File: src/rtl/bcd_display_scan.sv
// Captures a 3-digit BCD sum plus carry and scans it onto a multiplexed 7-segment display.
// Optional macro LEADING_ZERO_BLANK_EN blanks leading zero digits (units digit always shown).
module bcd_display_scan #(
  parameter int PRESCALE   = 50000,
  parameter bit SEG_ACT_LO = 1'b0,
  parameter bit AN_ACT_LO  = 1'b1
) (
  input  logic        clk,
  input  logic        rst,
  input  logic        load,
  input  logic [11:0] s,
  input  logic        cout,
  output logic [6:0]  seg,
  output logic [3:0]  an,
  output logic        err
);

  localparam int               PRE_W   = $clog2(PRESCALE);
  localparam logic [PRE_W-1:0] PRE_MAX = PRE_W'(PRESCALE - 1);
  localparam logic [6:0]       SEG_OFF = SEG_ACT_LO ? 7'h7F : 7'h00;
  localparam logic [3:0]       AN_OFF  = AN_ACT_LO ? 4'hF : 4'h0;

  logic [12:0]      val_q, val_d;
  logic             err_q, err_d;
  logic [PRE_W-1:0] pre_q, pre_d;
  logic [1:0]       idx_q, idx_d;
  logic [6:0]       seg_q, seg_d;
  logic [3:0]       an_q, an_d;

  logic [2:0] nib_big;
  logic [3:0] digit;
  logic       blank;
  logic [6:0] seg_code;

  for (genvar gi = 0; gi < 3; gi++) begin : g_nib
    assign nib_big[gi] = (s[gi*4 +: 4] > 4'd9);
  end

  always_ff @(posedge clk) begin
    if (rst) begin
      val_q <= '0;
      err_q <= 1'b0;
      pre_q <= '0;
      idx_q <= '0;
      seg_q <= SEG_OFF;
      an_q  <= AN_OFF;
    end else begin
      val_q <= val_d;
      err_q <= err_d;
      pre_q <= pre_d;
      idx_q <= idx_d;
      seg_q <= seg_d;
      an_q  <= an_d;
    end
  end

  always_comb begin
    val_d = val_q;
    err_d = err_q;
    if (load) begin
      val_d = {cout, s};
      err_d = |nib_big;
    end
    pre_d = pre_q + PRE_W'(1);
    idx_d = idx_q;
    if (pre_q == PRE_MAX) begin
      pre_d = '0;
      idx_d = idx_q + 2'd1;
    end
  end

  // Blanking only chains through zero digits, so an "E" digit (non-zero) naturally stops it.
  always_comb begin
    blank = 1'b0;
    case (idx_q)
      2'd0:    digit = val_q[3:0];
      2'd1:    digit = val_q[7:4];
      2'd2:    digit = val_q[11:8];
      default: digit = {3'b000, val_q[12]};
    endcase
`ifdef LEADING_ZERO_BLANK_EN
    case (idx_q)
      2'd3:    blank = ~val_q[12];
      2'd2:    blank = ~val_q[12] && (val_q[11:8] == 4'd0);
      2'd1:    blank = ~val_q[12] && (val_q[11:8] == 4'd0) && (val_q[7:4] == 4'd0);
      default: blank = 1'b0;
    endcase
`endif
  end

  always_comb begin
    case (digit)
      4'd0:    seg_code = 7'h3F;
      4'd1:    seg_code = 7'h06;
      4'd2:    seg_code = 7'h5B;
      4'd3:    seg_code = 7'h4F;
      4'd4:    seg_code = 7'h66;
      4'd5:    seg_code = 7'h6D;
      4'd6:    seg_code = 7'h7D;
      4'd7:    seg_code = 7'h07;
      4'd8:    seg_code = 7'h7F;
      4'd9:    seg_code = 7'h6F;
      default: seg_code = 7'h79;
    endcase
  end

  always_comb begin
    seg_d = blank ? 7'h00 : seg_code;
    if (SEG_ACT_LO) seg_d = ~seg_d;
    an_d = 4'b0001 << idx_q;
    if (AN_ACT_LO) an_d = ~an_d;
  end

  assign seg = seg_q;
  assign an  = an_q;
  assign err = err_q;

endmodule

File: config.mk
export PLATFORM = sky130hd
export DESIGN_NAME = bcd_display_scan
export DESIGN_NICKNAME = d
export VERILOG_FILES = /design/src/rtl/bcd_display_scan.sv
export SDC_FILE = /design/constraint.sdc
export NUM_CORES = 1
export LEC_CHECK = 0
export BUFFER_PORTS_ARGS = -buffer_cell sky130_fd_sc_hd__buf_2
export CAP_MARGIN = 20
export CORE_MARGIN = 4
export CORE_UTILIZATION = 40
export DETAILED_ROUTE_END_ITERATION = 8
export GPL_ROUTABILITY_DRIVEN = 0
export GPL_TIMING_DRIVEN = 0
export PLACE_DENSITY = 0.69
export SYNTH_ARGS = -nofsm -noshare
export SYNTH_HDL_FRONTEND = slang
export SYNTH_SLANG_ARGS = --single-unit
File: constraint.sdc
create_clock -name clk -period 3.95 [get_ports clk]
set_input_delay 0.1975 -clock clk [delete_from_list [all_inputs] [get_ports clk]]
set_output_delay 0.1975 -clock clk [all_outputs]
set_load 0.02 [all_outputs]
==> results.py <==
metrics = {
    "status": {
        "status": "complete, no violations",
    },
    "timing": {
        "grt_setup_unrepaired": "no",
        "slew-limit-headroom": 0.326,
        "min_period_over_period": 0.625,
        "tns_ps": 0,
        "slew_violations": 0,
        "fmax_mhz": 405,
        "setup_viol": 0,
        "worstMarginPinSlew_ps": 1010,
        "hold_viol_final": 0,
        "fin_crit_ps": 2470,
        "fin_skew_ps": 3.25,
    },
    "cts": {
        "cts_resized": 0,
        "cts_max_level": 2,
        "cts_hold_buf": 0,
        "root_buffer": "clkbuf_8",
        "cts_buffer_depth": 2,
        "cts_made_buffers": 5,
        "cts.reportedPaths.clkPinSlew_ps": 80,
        "cts_setup_buffers": 0,
        "insertion_delay_ps": 290,
        "tritoncts": "built",
        "cts.sinks": 43,
    },
    "critical_path": {
        "cp.required_ps": 4160,
        "slowest_delay_ps": 600,
        "reg2regPathDepth": 8,
        "cp_max_fo": 5,
        "r2r_slack_ps": 1480,
        "crit_family": "compound AO/OA/AOI/OAI gates",
        "crit_buf_inv": 2,
        "critical_path.cell_chain": "inv_1 > ha_1 > a222oi_1 > or2_2 > inv_1 > ha_1 > mux2_2 > a211oi_1",
        "reg2reg_from": "idx_q[1]",
        "worst_setup_path_start_kind": "register",
        "end_kind": "register",
        "cp.arrival_ps": 2680,
        "slowest_stage": "a222oi_1",
        "worst-setup-path-type": "reg -> reg",
        "r2r-end": "seg[6]",
    },
    "yosys": {
        "synthAdderAreaFrac": 0.0789,
        "syn-num-nets": 225,
        "synthesis.area_um2": 1900,
        "ys_types": 32,
        "syn_avg_cell_area_um2": 9.65,
        "synth_compound_area_frac": 0.0664,
        "synthCells": 197,
        "synth_area_leader_cell": "dfxtp_1",
        "synthFlopType": "dfxtp_1",
        "synth_warnings": 0,
        "async_flop_share": 0,
        "synth-xor-area-share": 0.0691,
        "synth_common_cells": "dfxtp_1 (43), nor2_1 (39), mux2i_1 (14), xnor2_1 (14), ha_1 (12)",
        "ys_seq_area_frac": 0.453,
        "synth-edff-count": 0,
        "synth_area_leaders": "dfxtp_1 (45%), ha_1 (7.9%), nor2_1 (7.7%), mux2i_1 (7.4%), xnor2_1 (6.4%)",
        "yosysMostFrequentCell": "dfxtp_1",
        "synth_top_area_share": 0.453,
        "synth_top_family_by_area": "simple AND/OR/NAND/NOR gates",
        "muxShareOfSynthArea": 0.0855,
        "synth-simple-area-share": 0.208,
        "ys_seq_elements": 43,
    },
    "worst_hold_path": {
        "hp-start": "s[11]",
        "holdPathStages": 3,
        "holdPathEnd": "val_q[11]",
        "hp-class": "in -> reg",
    },
    "route": {
        "wl_per_cell_um": 12.4,
        "dr.pass1.iters": 4,
        "drc_errors": 0,
        "via_per_inst": 4.94,
        "ant_nets": 0,
        "dr.first_iter.drc_count": 112,
        "routed_wl_um": 3500,
        "vias": 1392,
    },
    "layout": {
        "drive_gt1_frac": 0.178,
        "syn_to_final_growth_pct": 14.5,
        "multi_input_area_um2": 966,
        "fillCellCount": 438,
        "layout.nets": 257,
        "num_antenna_cells": 0,
        "register_area_um2": 861,
    },
    "global_route": {
        "grt_pass1_wl_um": 6180,
        "grt_max_degree": 14,
        "grt_antenna_before_repair": 0,
        "grt.total_usage": 0.129,
        "grt_pass1_vias": 1391,
        "grt_overflow": 0,
    },
    "floorplan": {
        "rows": 24,
        "core_area_um2": 4470,
        "initial_core_util": 0.425,
        "die_h_um": 77.0,
        "dieArea_um2": 5920,
        "die_w_um": 77.0,
        "ios": 28,
    },
    "power_and_ir_drop": {
        "total_power_w": 0.000812,
        "irDropWorstVdd_v": 0.000128,
        "total_leakage_power_nw": 0.887,
        "p_per_area_nw_per_um2": 373,
    },
    "placement": {
        "detailed_place_hpwl_um": 2460,
        "io_buffers": 25,
    },
    "job": {
        "max-cap-violations": 0,
    },
}
[registers in the layout, indices dropped and copies added (netlist names)]
name / cells
an: 4
err: 1
idx_q: 2
pre_q: 16
seg: 7
val_q: 13
[metrics by stage]
| step | hold slack (ps) | cell area [µm²] | utilization | worst slack, ps | cells |
|---|---|---|---|---|---|
| 2_1_floorplan | 345 | 1900 | - | 1860 | 197 |
| 3_3_place_gp | 436 | 2090 | 0.468 | 1530 | 274 |
| 3_5_place_dp | 445 | 2090 | 0.468 | 1480 | 274 |
| 4_1_cts | 141 | 2180 | 0.487 | 1490 | 282 |
| 5_1_grt | 156 | 2180 | 0.487 | 1290 | 282 |
| 6_report | 146 | 2180 | 0.487 | 1480 | 282 |
[cell type report]
class,instances,area share
flip-flops and latches,43,0.395
clock buffers,6,0.0333
well taps,52,0.0299
repair buffers,25,0.0575
plain buffers,8,0.0190
inverters,9,0.0155
multi-input cells,137,0.444
clock inverters,2,0.00575
[routing by layer]
layer,GRT usage,up-vias,routed length (µm)
met4,0.0707,0,76
met3,0.0351,8,175
met5,0,-,0
met2,0.211,31,1590
li1,-,741,-
met1,0.153,612,1660
[kinds of logic (layout without fill, tap and decap cells)]
family                   after synthesis  after routing
adder cells (fa/ha/maj)               12             12
multiplexers                          16             16
XOR/XNOR                              15             15
flip-flops                            43             43
AO/OA/AOI/OAI                         18             18
AND/OR/NAND/NOR                       76             76
buffers and inverters                 17             50
[cell usage in the layout (no fill, tap or decap), types with 2 or more instances in the layout]
| master | synthesis | routed |
|---|---|---|
| nand4_1 | 5 | 5 |
| mux2i_1 | 14 | 14 |
| nand2b_1 | 4 | 4 |
| nor2_1 | 39 | 39 |
| mux2_2 | 2 | 2 |
| nand2_1 | 2 | 2 |
| inv_1 | 9 | 9 |
| a21oi_1 | 3 | 3 |
| clkbuf_1 | 7 | 8 |
| clkbuf_8 | 0 | 5 |
| a222oi_1 | 4 | 4 |
| o21ai_0 | 4 | 4 |
| dfxtp_1 | 43 | 43 |
| nand3_1 | 6 | 6 |
| a211oi_1 | 3 | 3 |
| a21boi_0 | 2 | 2 |
| buf_2 | 0 | 25 |
| ha_1 | 12 | 12 |
| nor4_1 | 5 | 5 |
| xnor2_1 | 14 | 14 |
| nor3_1 | 5 | 5 |
| or2_2 | 2 | 2 |
[worst min-delay path, stage by stage]
cell     delay [ps]
buf_2            80
mux2i_1          60
nor2_1           70
[where the power goes]
part | internal, W | total [W] | switching (W)
Combinational | 0.0000359 | 0.0000824 | 0.0000465
Clock | 0.000124 | 0.000270 | 0.000147
Sequential | 0.000452 | 0.000460 | 0.00000810
Total | 0.000611 | 0.000812 | 0.000201
[how the worst max path moves through the flow]
stage                     cells after the start  endpoint     start  slack [ps]
after floorplan                               8    seg[6]  idx_q[1]        1860
after global placement                        8    seg[6]  idx_q[1]        1530
after detailed placement                      8    seg[6]  idx_q[1]        1480
after CTS                                     8    seg[6]  idx_q[1]        1490
after global routing                          6    seg[2]  idx_q[1]        1290
final                                         8    seg[6]  idx_q[1]        1480
Power figures use the tool's default switching activity.
